$ cat src/rtl/glyph_row_serializer.sv
// glyph_row_serializer
// Walks a ROWS x COLS glyph one row at a time through a combinational
// glyph-row ROM and serializes each row into a valid/ready pixel stream.
// The leftmost column (the bitmap MSB) is emitted first, and each column is
// repeated SCALE times.
// Ports:
//   clk, reset        rising-edge clock, synchronous active-high reset
//   start             one-cycle render request, honoured only when idle
//   row_sel/row_code  row index to the ROM / bitmap returned for that row
//   pix_valid/ready   pixel beat handshake towards the pixel writer
//   pix_on            pixel value (0 whenever pix_valid is low)
//   pix_row/pix_col   glyph coordinates of the current beat
//   busy, done        render in progress / one-cycle completion pulse
module glyph_row_serializer #(
    parameter int unsigned ROWS  = 5,
    parameter int unsigned COLS  = 5,
    parameter int unsigned SCALE = 1
) (
    input  logic            clk,
    input  logic            reset,
    input  logic            start,
    output logic [2:0]      row_sel,
    input  logic [COLS-1:0] row_code,
    output logic            pix_valid,
    input  logic            pix_ready,
    output logic            pix_on,
    output logic [2:0]      pix_row,
    output logic [2:0]      pix_col,
    output logic            busy,
    output logic            done
);

    localparam int unsigned CNT_W = 3;

    typedef enum logic [1:0] {
        S_IDLE,
        S_LOAD,
        S_SHIFT,
        S_DONE
    } state_t;

    state_t state;
    state_t state_next;

    logic [CNT_W-1:0] row;
    logic [CNT_W-1:0] row_next;
    logic [CNT_W-1:0] col;
    logic [CNT_W-1:0] col_next;
    logic [CNT_W-1:0] rep;
    logic [CNT_W-1:0] rep_next;
    logic [COLS-1:0]  shreg;
    logic [COLS-1:0]  shreg_next;

    logic pix_valid_next;
    logic pix_on_next;
    logic busy_next;
    logic done_next;

    logic accept;
    logic last_rep;
    logic last_col;
    logic last_row;

    assign accept   = (state == S_SHIFT) && pix_ready;
    assign last_rep = (rep == CNT_W'(SCALE - 1));
    assign last_col = (col == CNT_W'(COLS - 1));
    assign last_row = (row == CNT_W'(ROWS - 1));

    // The ROM address and beat coordinates are the counters themselves.
    assign row_sel = row;
    assign pix_row = row;
    assign pix_col = col;

    // State register
    always_ff @(posedge clk) begin
        if (reset) begin
            state <= S_IDLE;
        end else begin
            state <= state_next;
        end
    end

    // Datapath and output registers
    always_ff @(posedge clk) begin
        if (reset) begin
            row       <= '0;
            col       <= '0;
            rep       <= '0;
            shreg     <= '0;
            pix_valid <= 1'b0;
            pix_on    <= 1'b0;
            busy      <= 1'b0;
            done      <= 1'b0;
        end else begin
            row       <= row_next;
            col       <= col_next;
            rep       <= rep_next;
            shreg     <= shreg_next;
            pix_valid <= pix_valid_next;
            pix_on    <= pix_on_next;
            busy      <= busy_next;
            done      <= done_next;
        end
    end

    // Next-state and counter sequencing
    always_comb begin
        state_next = state;
        row_next   = row;
        col_next   = col;
        rep_next   = rep;
        shreg_next = shreg;
        case (state)
            S_IDLE: begin
                if (start) begin
                    state_next = S_LOAD;
                    row_next   = '0;
                end
            end
            S_LOAD: begin
                shreg_next = row_code;
                col_next   = '0;
                rep_next   = '0;
                state_next = S_SHIFT;
            end
            S_SHIFT: begin
                if (accept) begin
                    if (!last_rep) begin
                        rep_next = rep + CNT_W'(1);
                    end else begin
                        rep_next   = '0;
                        shreg_next = {shreg[COLS-2:0], 1'b0};
                        col_next   = col + CNT_W'(1);
                        // End of row: park the column counter at 0 rather than wrapping past COLS-1.
                        if (last_col) begin
                            col_next = '0;
                            if (last_row) begin
                                state_next = S_DONE;
                            end else begin
                                row_next   = row + CNT_W'(1);
                                state_next = S_LOAD;
                            end
                        end
                    end
                end
            end
            S_DONE: begin
                row_next   = '0;
                state_next = S_IDLE;
            end
            default: begin
                state_next = S_IDLE;
            end
        endcase
    end

    // Registered outputs are decoded from the upcoming state, so they line up with it
    always_comb begin
        pix_valid_next = 1'b0;
        pix_on_next    = 1'b0;
        busy_next      = 1'b0;
        done_next      = 1'b0;
        pix_valid_next = (state_next == S_SHIFT);
        pix_on_next    = pix_valid_next && shreg_next[COLS-1];
        busy_next      = (state_next != S_IDLE);
        done_next      = (state_next == S_DONE);
    end

endmodule
$ cat config.mk
export PLATFORM = sky130hd
export DESIGN_NAME = glyph_row_serializer
export DESIGN_NICKNAME = d
export VERILOG_FILES = /design/src/rtl/glyph_row_serializer.sv
export SDC_FILE = /design/constraint.sdc
export NUM_CORES = 1
export LEC_CHECK = 0
export BUFFER_PORTS_ARGS = -buffer_cell sky130_fd_sc_hd__buf_2
export CAP_MARGIN = 0
export CELL_PAD_IN_SITES_DETAIL_PLACEMENT = 1
export CELL_PAD_IN_SITES_GLOBAL_PLACEMENT = 1
export CORE_MARGIN = 2
export CORE_UTILIZATION = 40
export DETAILED_ROUTE_END_ITERATION = 8
export PLACE_DENSITY_LB_ADDON = 0.1
export SLEW_MARGIN = 5
export SYNTH_ARGS = -nofsm -noshare
export SYNTH_HDL_FRONTEND = slang
export SYNTH_SLANG_ARGS = --single-unit
$ cat constraint.sdc
create_clock -name clk -period 2.1 [get_ports clk]
set_input_delay 0.105 -clock clk [delete_from_list [all_inputs] [get_ports clk]]
set_output_delay 0.105 -clock clk [all_outputs]
set_load 0.005 [all_outputs]
# ---- Word level (Yosys, flattened, before mapping)
# Index checks and enable logic that the tools add are counted.
dict set report op_classes {
  n_addsub 3
  eq_ne 12
  mux 22
  reduce_logical 10
}
# op n
set ops {}
lappend ops {{$mux W3} 10}
lappend ops {{$pmux W3 S2} 2}
lappend ops {{$mux W2} 5}
lappend ops {{$mux W5} 2}
lappend ops {{$ne A2 B2 Y1 const B} 5}
lappend ops {{$pmux W5 S2} 1}
lappend ops {{$add A3 B1 Y3 const B} 3}
lappend ops {{$pmux W3 S3} 1}
lappend ops {{$eq A2 B2 Y1 const B} 4}
lappend ops {{$pmux W2 S4} 1}
lappend ops {{$eq A3 B3 Y1 const B} 2}
lappend ops {{$reduce_and A6 Y1} 1}
lappend ops {{$reduce_bool A2 Y1} 2}
lappend ops {{$logic_not A3 Y1} 1}
lappend ops {{$reduce_and A3 Y1} 1}
lappend ops {{$reduce_bool A3 Y1} 1}
lappend ops {{$eq A2 B1 Y1 const B} 1}
lappend ops {{$logic_and A1 B1 Y1} 2}
lappend ops {{$logic_not A2 Y1} 1}
lappend ops {{$reduce_and A2 Y1} 1}
dict set report word_totals {
  register_bits 20
  inputBits 9
  word_cells 57
}

# ---- Logic depth before layout (Yosys ltp)
# Gate-level depths: netlist of run 1.
dict set report depth {
  ltp_word 8
  ltp_mapped 7
  mapped_depth_nobuf 6
}

# ---- Worst setup path before layout of run 1
# No wires, ideal clock.
dict set report synth_path {
  path_type {flip-flop to flip-flop}
  from {reg rep[0]}
  to {reg busy}
  setup_ns 0.131
  t_arrival_ns 1.463
  required_time_ns 1.969
  setup_slack_ns 0.506
  stages_incl_launch_ff 8
  path_buffers 1
  synth_period_minus_slack_ns 1.594
  cell_sequence {dfxtp_1 -> inv_1 -> ha_1 -> and4b_1 -> buf_6 -> a41o_1 -> a32oi_4 -> a21oi_2}
}
dict set report synth_via {
  elab_chain_cells 5
}
# element line
set synth_rtl {}
lappend synth_rtl {{start: declaration} 49} ;# logic [CNT_W-1:0] rep;
lappend synth_rtl {{start signal: assignment} 97} ;# rep <= rep_next;
lappend synth_rtl {{$logic_not A3 Y1} 65} ;# assign last_rep = (rep == CNT_W'(SCALE - 1));
lappend synth_rtl {{$mux W2} 128} ;# if (!last_rep) begin
lappend synth_rtl {{$mux W2} 127} ;# if (accept) begin
lappend synth_rtl {{$pmux W2 S4} 113} ;# case (state)
lappend synth_rtl {{$reduce_bool A2 Y1} 165} ;# busy_next = (state_next != S_IDLE);
lappend synth_rtl {{end signal: assignment} 101} ;# busy <= busy_next;
lappend synth_rtl {{end: declaration} 29} ;# output logic busy,
# No other way between the ends.
# A chain may end at the register's enable or synchronous reset.

# ---- Worst setup path after layout of run 1
dict set report layout_path {
  from {reg state[1]}
  to {reg rep[2]}
}
dict set report layout_via {
  elab_chain_cells 4
}
# element line
set layout_rtl {}
lappend layout_rtl {{start: declaration} 42} ;# state_t state;
lappend layout_rtl {{start signal: assignment} 79} ;# state <= state_next;
lappend layout_rtl {{$eq A2 B2 Y1} {64, 113}}
lappend layout_rtl {{$logic_and A1 B1 Y1} 64} ;# assign accept = (state == S_SHIFT) && pix_ready;
lappend layout_rtl {{$ne A2 B2 Y1 (no source line)} n/a}
lappend layout_rtl {{$reduce_and A2 Y1 (no source line)} n/a}
# Parallel ways exist; a longest one is shown, timed or not.

==> results by group, run 1 <==
Floorplanning
  – Placement Rows: 19
  – I/O Pins: 22
  – Die area: 3240 um2
  – Die Ht: 56.9 um
  – Initial Utilization: 0.414
  – Core area: 2710 um2
  – Die width: 56.9 um

Run status
  – Status: finished clean

STA
  – Min Tclk post-route: 1.80 ns
  – Final hold slack: 0.0644 ns
  – Maximum clock frequency: 556 MHz
  – Setup_tns: 0 ns
  – Final Cycle Share: 0.857
  – Clock Skews: 0.00334 ns
  – RSZ-0062 raised after global routing: no
  – Slew HR: 0.660
  – Final slew viol count: 0
  – Final setup fails: 0
  – Worst-margin pin slew: 0.509 ns
  – Hold Fails Final Rpt: 0

Pwr
  – Total power: 835 uW
  – IR drop worst, VDD: 0.466 mV
  – PD cells: 664 nW/um2
  – P_leak: 0.000521 uW

Synthesis
  – Async SR Flop Fraction: 0
  – Post-Syn Nets: 145
  – EDFF count, synth: 0
  – Cells after Synth: 126
  – Synthesized area per cell: 8.90 um2
  – Top FF cell, synth: dfxtp_1
  – Syn. warnings: 0
  – Synthesis-stage register bit count: 20
  – Synth Cell Area: 1120 um2
  – Register area share after synthesis: 0.357
  – Post-synth cell types: 35

GRT
  – Most Crowded Layer GR: met2
  – Met2 Usage GRT: 0.307
  – Pin count of the biggest net entering global routing: 21
  – Met3 Track Usage GR: 0.0249
  – Gr ovfl total: 0
  – Routing usage on met1: 0.217
  – Initial antenna violation count: 0
  – GRT Overall Usage: 0.172
  – First-pass GRT wire length: 4480 um
  – Vias in the first global route: 1007

Cells and area
  – Diodes inserted: 0
  – Layout cell share with drive strength beyond 1: 0.222
  – Area Overhead vs Synth: 12.2%
  – Final Net Count: 164

Critical path
  – Slowest cell on crit path: dfxtp_1
  – Crit Path Class: reg2reg
  – CP required: 2.31 ns
  – Arr. time, crit path: 2.01 ns
  – Endpoint type of the worst setup path: flop
  – CP peak stage delay: 0.42 ns
  – Critical Path Start Type: flop
  – Crit-path cells: inv_1, ha_1, mux2i_1, nor2b_1, xnor2_1, a2111oi_2
  – Max FO, Critical Path: 9
  – Reg2Reg Depth: 6

Placement
  – Post-detail-place hpwl: 1900 um
  – Count of input and output buffers: 21
  – Placer Congestion: 0.769

Route
  – Post-route ant nets: 0
  – DR pass1 iterations: 4
  – Drt drc: 0
  – Total Routed Length: 2490 um
  – Wire length per cell: 14.2 um
  – Drt initial violations: 8
  – Via Count: 926
  – DR vias/cell: 5.29

Job
  – Maximum Capacitance Violations: 0

Clocking
  – CTS root buf: clkbuf_4
  – Clk buf depth: 2
  – Worst-path clk slew: 0.12 ns
  – Setup bufs post-CTS: 0
  – Hold Buf Count CTS: 0
  – CTS resizes: 0
  – TritonCTS buffer count: 3
  – Worst-Skew Late Latency: 0.30 ns
  – CTS tree: built
  – Num Clock Sinks: 20
  – Htree depth: 1

Min path
  – Worst Hold Class: in2reg
  – Hold Crit Depth: 3
[cells in the final DEF (no fill, tap or decap), types with 2 or more instances in the layout]
master    instances
a211oi_1          4
nand4_1           3
a21oi_1           9
nor2_1           10
o21ai_0           2
nor3_1            8
buf_2            21
nand2b_1          2
clkbuf_4          3
xnor2_1           3
buf_4             2
nand3_1           2
nor2b_1           4
nand2_1           3
inv_1            14
a22oi_1           6
dfxtp_1          20
ha_1             10
and3_1            2
[worst max-delay path: cells and delay by family, from the launching register on]
kind,cells,cell delay [ns]
simple gates,1,0.12
compound gates,1,0.27
flops,1,0.42
xor+xnor,1,0.15
buf+inv,1,0.11
mux,1,0.31
fa+ha+maj,1,0.32
[layout make-up]
type                            instances  area, um2
Clock buffer                            4       36.3
Fill cell                             335       1450
Inverter                               14       52.6
Multi-Input combinational cell         83        609
Sequential cell                        20        400
Tap cell                               31       38.8
Timing Repair Buffer                   23        120
[cell usage after synthesis (3+ instances only)]
cell type | instances | area share
nor2b_1 | 4 | 0.022
a21oi_1 | 9 | 0.040
dfxtp_1 | 20 | 0.36
xnor2_1 | 3 | 0.023
nand4_1 | 3 | 0.017
inv_1 | 14 | 0.047
nor3_1 | 8 | 0.036
ha_1 | 10 | 0.11
nand2_1 | 3 | 0.010
buf_4 | 4 | 0.027
nor2_1 | 10 | 0.033
a211oi_1 | 4 | 0.027
a22oi_1 | 6 | 0.040
[layer usage]
| layer | vias up | part of all wire |
|---|---|---|
| met4 | 0 | 0.0076 |
| met1 | 436 | 0.47 |
| li1 | 474 | - |
| met3 | 2 | 0.032 |
| met2 | 14 | 0.49 |
| met5 | - | 0 |
[cell families (layout without fill, tap and decap cells)]
kind of cell / after synthesis / in the layout / synth area share
AOI/OAI and AO/OA: 30 / 30 / 0.208
xor gates and xnor gates: 3 / 3 / 0.0234
adders and majority gates: 10 / 10 / 0.112
buffers and inverters: 23 / 41 / 0.0993
DFF: 20 / 20 / 0.357
muxes: 1 / 1 / 0.00893
and+or+nand+nor: 39 / 39 / 0.192
[registers in the layout (all words and copies together) (netlist names)]
signal,count
shreg,5
pix_col,3
pix_row,3
rep,3
state,2
busy,1
done,1
pix_on,1
pix_valid,1
[through the flow]
stage	utilization	cells	cell area [um2]	worst slack, ns
finish	0.464	175	1260	0.300
global route	0.464	175	1260	0.156
CTS	0.464	175	1260	0.287
detailed placement	0.451	171	1220	0.323
global placement	0.451	171	1220	0.396
floorplan	-	126	1120	0.506
[power breakdown]
group	internal [uW]	switching, uW
Clock	106	128
Sequential	402	14.8
Combinational	73.8	110
Total	582	253
[final timing paths]
check	startpoint	end	slack [ns]
setup / recovery	state[1]$_SDFF_PP0_	rep[2]$_SDFFE_PP0P_	0.30
hold / removal	row_code[0]	shreg[0]$_SDFFE_PP0P_	0.06
setup reg to reg	state[1]$_SDFF_PP0_	rep[2]$_SDFFE_PP0P_	0.30
hold reg to reg	shreg[0]$_SDFFE_PP0P_	shreg[0]$_SDFFE_PP0P_	0.48
Power figures use the tool's default switching activity.
==> inputs of run 2 (changes only) <==
--- a/config.mk
+++ b/config.mk
@@ -11,7 +11,9 @@
 export CELL_PAD_IN_SITES_GLOBAL_PLACEMENT = 1
 export CORE_MARGIN = 2
 export CORE_UTILIZATION = 40
+export CTS_BUF_LIST = sky130_fd_sc_hd__clkbuf_16
 export DETAILED_ROUTE_END_ITERATION = 8
+export MAX_ROUTING_LAYER = met4
 export PLACE_DENSITY_LB_ADDON = 0.1
 export SLEW_MARGIN = 5
 export SYNTH_ARGS = -nofsm -noshare
==> constraint.sdc (replaced) <==
create_clock -name clk -period 1.9 [get_ports clk]
set_input_delay 0.095 -clock clk [delete_from_list [all_inputs] [get_ports clk]]
set_output_delay 0.095 -clock clk [all_outputs]
set_load 0.005 [all_outputs]
==> run 2 against run 1 <==
Against the previous run: flip-flop and latch count unchanged; combinational power up 19%; critical endpoint is now busy$_SDFF_PP0_; critical path depth unchanged; die area unchanged; worst hold slack better by 0.049 ns; count of clock-buffer cells in the layout down 1; critical path type unchanged; register-to-register slack worse by 0.095 ns; final cell count up 1.7%.
==> results by group, run 2 (synthesis gave the netlist of run 1 again) <==
Min path
  – Worst Hold Class: in2reg
  – Hold wc startpoint: row_code[0]
  – Worst-case hold path end point: shreg[0]$_SDFFE_PP0P_
  – Hold Crit Depth: 3

STA
  – Final Cycle Share: 0.892
  – Clock Skews: 0.00114 ns
  – Final hold slack: 0.113 ns
  – Maximum clock frequency: 590 MHz
  – Hold Fails Final Rpt: 0
  – Min Tclk post-route: 1.70 ns
  – Final slew viol count: 0
  – Worst-margin pin slew: 0.444 ns
  – Final setup fails: 0
  – Slew HR: 0.703
  – RSZ-0062 raised after global routing: no
  – Setup_tns: 0 ns

Placement
  – Placed insts: 174
  – DP Area: 1240 um2
  – Placer Congestion: 0.730
  – Count of input and output buffers: 21
  – Post-detail-place hpwl: 1880 um

Critical path
  – Endpoint type of the worst setup path: flop
  – Crit-path cells: inv_1, ha_2, and4b_1, a41o_1, a32oi_4, a21oi_2
  – Critical Path Start Type: flop
  – Arr. time, crit path: 1.82 ns
  – Slowest cell on crit path: dfxtp_1
  – Reg2Reg Depth: 6
  – Max FO, Critical Path: 6
  – Worst R2R Setup Slack: 0.20 ns
  – Crit Path Class: reg2reg
  – Critical Path Source: state[0]$_SDFF_PP0_
  – Critical R2R Capture: busy$_SDFF_PP0_
  – CP peak stage delay: 0.38 ns
  – Crit-path leading delay family: compound AO/OA/AOI/OAI gates
  – CP bufs+invs: 1
  – CP required: 2.03 ns
  – FF-to-FF Start: state[0]$_SDFF_PP0_

Cells and area
  – Max reg flops: 5
  – Most frequent cells in the layout: 21 x buf_2, 20 x dfxtp_1, 14 x inv_1
  – Commonest non-fill, non-tap cell in the layout: buf_2
  – Layout cell share with drive strength beyond 1: 0.238
  – Final Net Count: 167
  – Final Cell Area: 1330 um2
  – Diodes inserted: 0
  – Finished Core Util: 0.489
  – Area Overhead vs Synth: 18.2%
  – Largest reg by FF count: shreg
  – Non-Filler Instances: 178

Route
  – DR pass1 iterations: 4
  – Via Count: 973
  – Wire length per cell: 14.7 um
  – Total Routed Length: 2610 um
  – Drt drc: 0
  – Drt initial violations: 14
  – DR vias/cell: 5.47
  – Post-route ant nets: 0

GRT
  – Vias in the first global route: 1012
  – Routing usage on met1: 0.238
  – Met3 Track Usage GR: 0.0272
  – Pin count of the biggest net entering global routing: 21
  – Most Crowded Layer GR: met2
  – Gr ovfl total: 0
  – GRT Overall Usage: 0.187
  – Initial antenna violation count: 0
  – First-pass GRT wire length: 4690 um
  – Met2 Usage GRT: 0.312

Job
  – Maximum Capacitance Violations: 0

Clocking
  – Clk buf depth: 2
  – CTS tree: built
  – CTS root buf: clkbuf_16
  – Num Clock Sinks: 20
  – Setup bufs post-CTS: 0
  – Worst-path clk slew: 0.05 ns
  – TritonCTS buffer count: 3
  – Htree depth: 1
  – Hold Buf Count CTS: 0
  – Worst-Skew Late Latency: 0.25 ns

Floorplanning
  – Die Ht: 56.9 um
  – Core area: 2710 um2
  – Initial Utilization: 0.414
  – I/O Pins: 22
  – Die area: 3240 um2
  – Die width: 56.9 um
  – Placement Rows: 19

Pwr
  – P_leak: 0.000552 uW
  – PD cells: 844 nW/um2
  – IR drop worst, VDD: 0.578 mV

Run status
  – Status: finished clean
run 2: cell count changes in the layout (fill, tap and decap cells not counted), sizes merged:
cell,delta
clkbuf,-1
clkinv,+1
buf,+3
run 2: cell type report:
cell class	instances	area, um2
clock buffer	3	75.1
clock inverter	1	3.75
fill	337	1390
inverter	14	52.6
multi-input combinational	83	612
sequential	20	400
tap	31	38.8
timing repair buffer	26	143
run 2: how the worst max path moves through the flow:
stage	end	slack [ns]	cells past startpoint
6_report	busy$_SDFF_PP0_	0.20	6
5_1_grt	shreg[1]$_SDFFE_PP0P_	0.05	7
4_1_cts	busy$_SDFF_PP0_	0.13	6
3_5_place_dp	busy$_SDFF_PP0_	0.17	6
3_3_place_gp	busy$_SDFF_PP0_	0.21	6
2_1_floorplan	busy$_SDFF_PP0_	0.31	7
run 2: through the flow:
stage	total power (uW)	setup WS (ns)
after floorplan	619	0.306
after CTS	1140	0.133
after detailed placement	687	0.171
after global routing	1180	0.0475
after global placement	680	0.213
final	1120	0.205
run 2: tightest hold or removal path, delay by kind of cell:
kind	cells	cell delay [ns]
buffers and inverters	1	0.10
AOI/OAI and AO/OA	1	0.06
and+or+nand+nor	1	0.07
run 2: repair_timing:
item	in CTS	in global routing
setup endpoints to repair	0	1
hold endpoints to repair	0	0
gates resized for setup	0	1
run 2: per-layer routing:
layer,vias to the layer above,part of all wire
li1,483,-
met1,468,0.47
met2,17,0.49
met3,5,0.028
met4,0,0.014
met5,-,0
run 2: power by group:
group	internal, uW	switching (uW)	total, uW
clock	281	157	438
sequential	445	16.4	462
combinational	91.1	128	219
==> inputs of run 3 (changes only) <==
--- a/config.mk
+++ b/config.mk
@@ -14,7 +14,7 @@
 export CTS_BUF_LIST = sky130_fd_sc_hd__clkbuf_16
 export DETAILED_ROUTE_END_ITERATION = 8
 export MAX_ROUTING_LAYER = met4
-export PLACE_DENSITY_LB_ADDON = 0.1
+export PLACE_DENSITY_LB_ADDON = 0.08
 export SLEW_MARGIN = 5
 export SYNTH_ARGS = -nofsm -noshare
 export SYNTH_HDL_FRONTEND = slang
==> run 3 against run 2 <==
Against the previous run: fmax shrank 3.9%; final cell count shrank 1.1%; flip-flop and latch count is the same; cell area grew 0.94%.
==> results by group, run 3 (synthesis gave the netlist of run 1 again) <==
Pwr
  – Net Sw Frac: 0.249
  – Net load switching power: 314 uW
  – Clock share of power: 0.469
  – Logic pwr share: 0.164
  – PD cells: 943 nW/um2
  – Flop pwr share: 0.366
  – P_leak: 0.000558 uW
  – Pint: 947 uW
  – IR drop worst, VDD: 0.706 mV

Cells and area
  – Most frequent cells in the layout: 21 x buf_2, 20 x dfxtp_1, 14 x inv_1
  – Layout cell share with drive strength beyond 1: 0.234
  – Commonest non-fill, non-tap cell in the layout: buf_2
  – Final Net Count: 165
  – Largest reg by FF count: shreg
  – Diodes inserted: 0
  – Finished Core Util: 0.494
  – Area Overhead vs Synth: 19.3%
  – Final Cell Area: 1340 um2
  – Max reg flops: 5

Clocking
  – Worst-path clk slew: 0.06 ns
  – Setup bufs post-CTS: 0
  – Worst-Skew Late Latency: 0.26 ns
  – Htree depth: 1
  – CTS root buf: clkbuf_16
  – Num Clock Sinks: 20
  – TritonCTS buffer count: 3
  – Clk buf depth: 2
  – CTS tree: built

Route
  – DR vias/cell: 5.41
  – Drt drc: 0
  – Drt initial violations: 9
  – Post-route ant nets: 0
  – DR pass1 iterations: 4
  – Via Count: 953
  – Total Routed Length: 2560 um
  – Wire length per cell: 14.5 um

STA
  – Maximum clock frequency: 567 MHz
  – Final Cycle Share: 0.928
  – Hold Fails Final Rpt: 0
  – Worst setup margin: 0.136 ns
  – Final setup fails: 0
  – RSZ-0062 raised after global routing: no
  – Slew HR: 0.678
  – Final slew viol count: 0
  – Setup_tns: 0 ns
  – Clock Skews: 0.00454 ns
  – Final hold slack: 0.116 ns
  – Min Tclk post-route: 1.76 ns
  – Worst-margin pin slew: 0.482 ns

Floorplanning
  – I/O Pins: 22
  – Core area: 2710 um2
  – Initial Utilization: 0.414
  – Placement Rows: 19
  – Die width: 56.9 um
  – Die area: 3240 um2
  – Die Ht: 56.9 um

Job
  – Maximum Capacitance Violations: 0

GRT
  – GRT Overall Usage: 0.179
  – Initial antenna violation count: 0
  – Vias in the first global route: 995
  – Pin count of the biggest net entering global routing: 21
  – Gr ovfl total: 0
  – First-pass GRT wire length: 4450 um

Critical path
  – Crit Path Class: reg2reg
  – Arr. time, crit path: 1.91 ns
  – Critical Path Start Type: flop
  – CP required: 2.05 ns
  – Endpoint type of the worst setup path: flop
  – Max FO, Critical Path: 10

Placement
  – Count of input and output buffers: 21
  – Post-detail-place hpwl: 1940 um
  – DP Worst Slack: 0.0852 ns
  – Placer Congestion: 0.732
  – DP Area: 1230 um2

Run status
  – Status: finished clean

Min path
  – Worst Hold Class: in2reg
==> run 3: worst paths after layout <==
check / start / end / slack (ns) / cells after the start
setup / recovery: state[0]$_SDFF_PP0_ / rep[2]$_SDFFE_PP0P_ / 0.14 / 7
hold / removal: row_code[0] / shreg[0]$_SDFFE_PP0P_ / 0.12 / 3
setup reg to reg: state[0]$_SDFF_PP0_ / rep[2]$_SDFFE_PP0P_ / 0.14 / 7
hold reg to reg: shreg[0]$_SDFFE_PP0P_ / shreg[0]$_SDFFE_PP0P_ / 0.47 / 2
==> run 3: power groups by stage <==
stage	sequential [uW]	combinational, uW	clock (uW)
after floorplan	469	150	0
after global placement	470	201	0
after detailed placement	471	207	0
after CTS	463	209	610
after global routing	465	237	619
final	462	207	592
==> run 3: cell type report <==
class / instances / area (um2)
clock buffer: 3 / 75.1
clock inverter: 1 / 30.0
fill: 346 / 1370
inverter: 14 / 52.6
multi-input combinational: 83 / 613
sequential: 20 / 400
tap: 31 / 38.8
timing repair buffer: 24 / 128
==> run 3: timing repair <==
action | CTS | global route
endpoints found under the setup margin | 0 | 1
hold buffers | 0 | 0
gates resized for setup | 0 | 1
hold endpoints to repair | 0 | 0
==> run 3: layer usage <==
metal / global-route usage / vias to the layer above / wire, um
met5: - / - / 0
met4: 0.0465 / 0 / 20
met3: 0.0431 / 2 / 84
met2: 0.291 / 16 / 1230
met1: 0.226 / 461 / 1230
li1: - / 474 / -
==> run 3: stage by stage <==
step                instances  total power, uW
global route              176             1320
global placement          172              671
detailed placement        172              678
finish                    176             1260
floorplan                 126              619
CTS                       176             1280
==> run 3: worst max-delay path, stage by stage (launching register included) <==
cell and delay (ns):
dfxtp_1 0.38, inv_1 0.08, ha_1 0.22, buf_4 0.18, mux2i_2 0.25, nor2b_1 0.10, xnor2_1 0.15, a2111oi_2 0.28
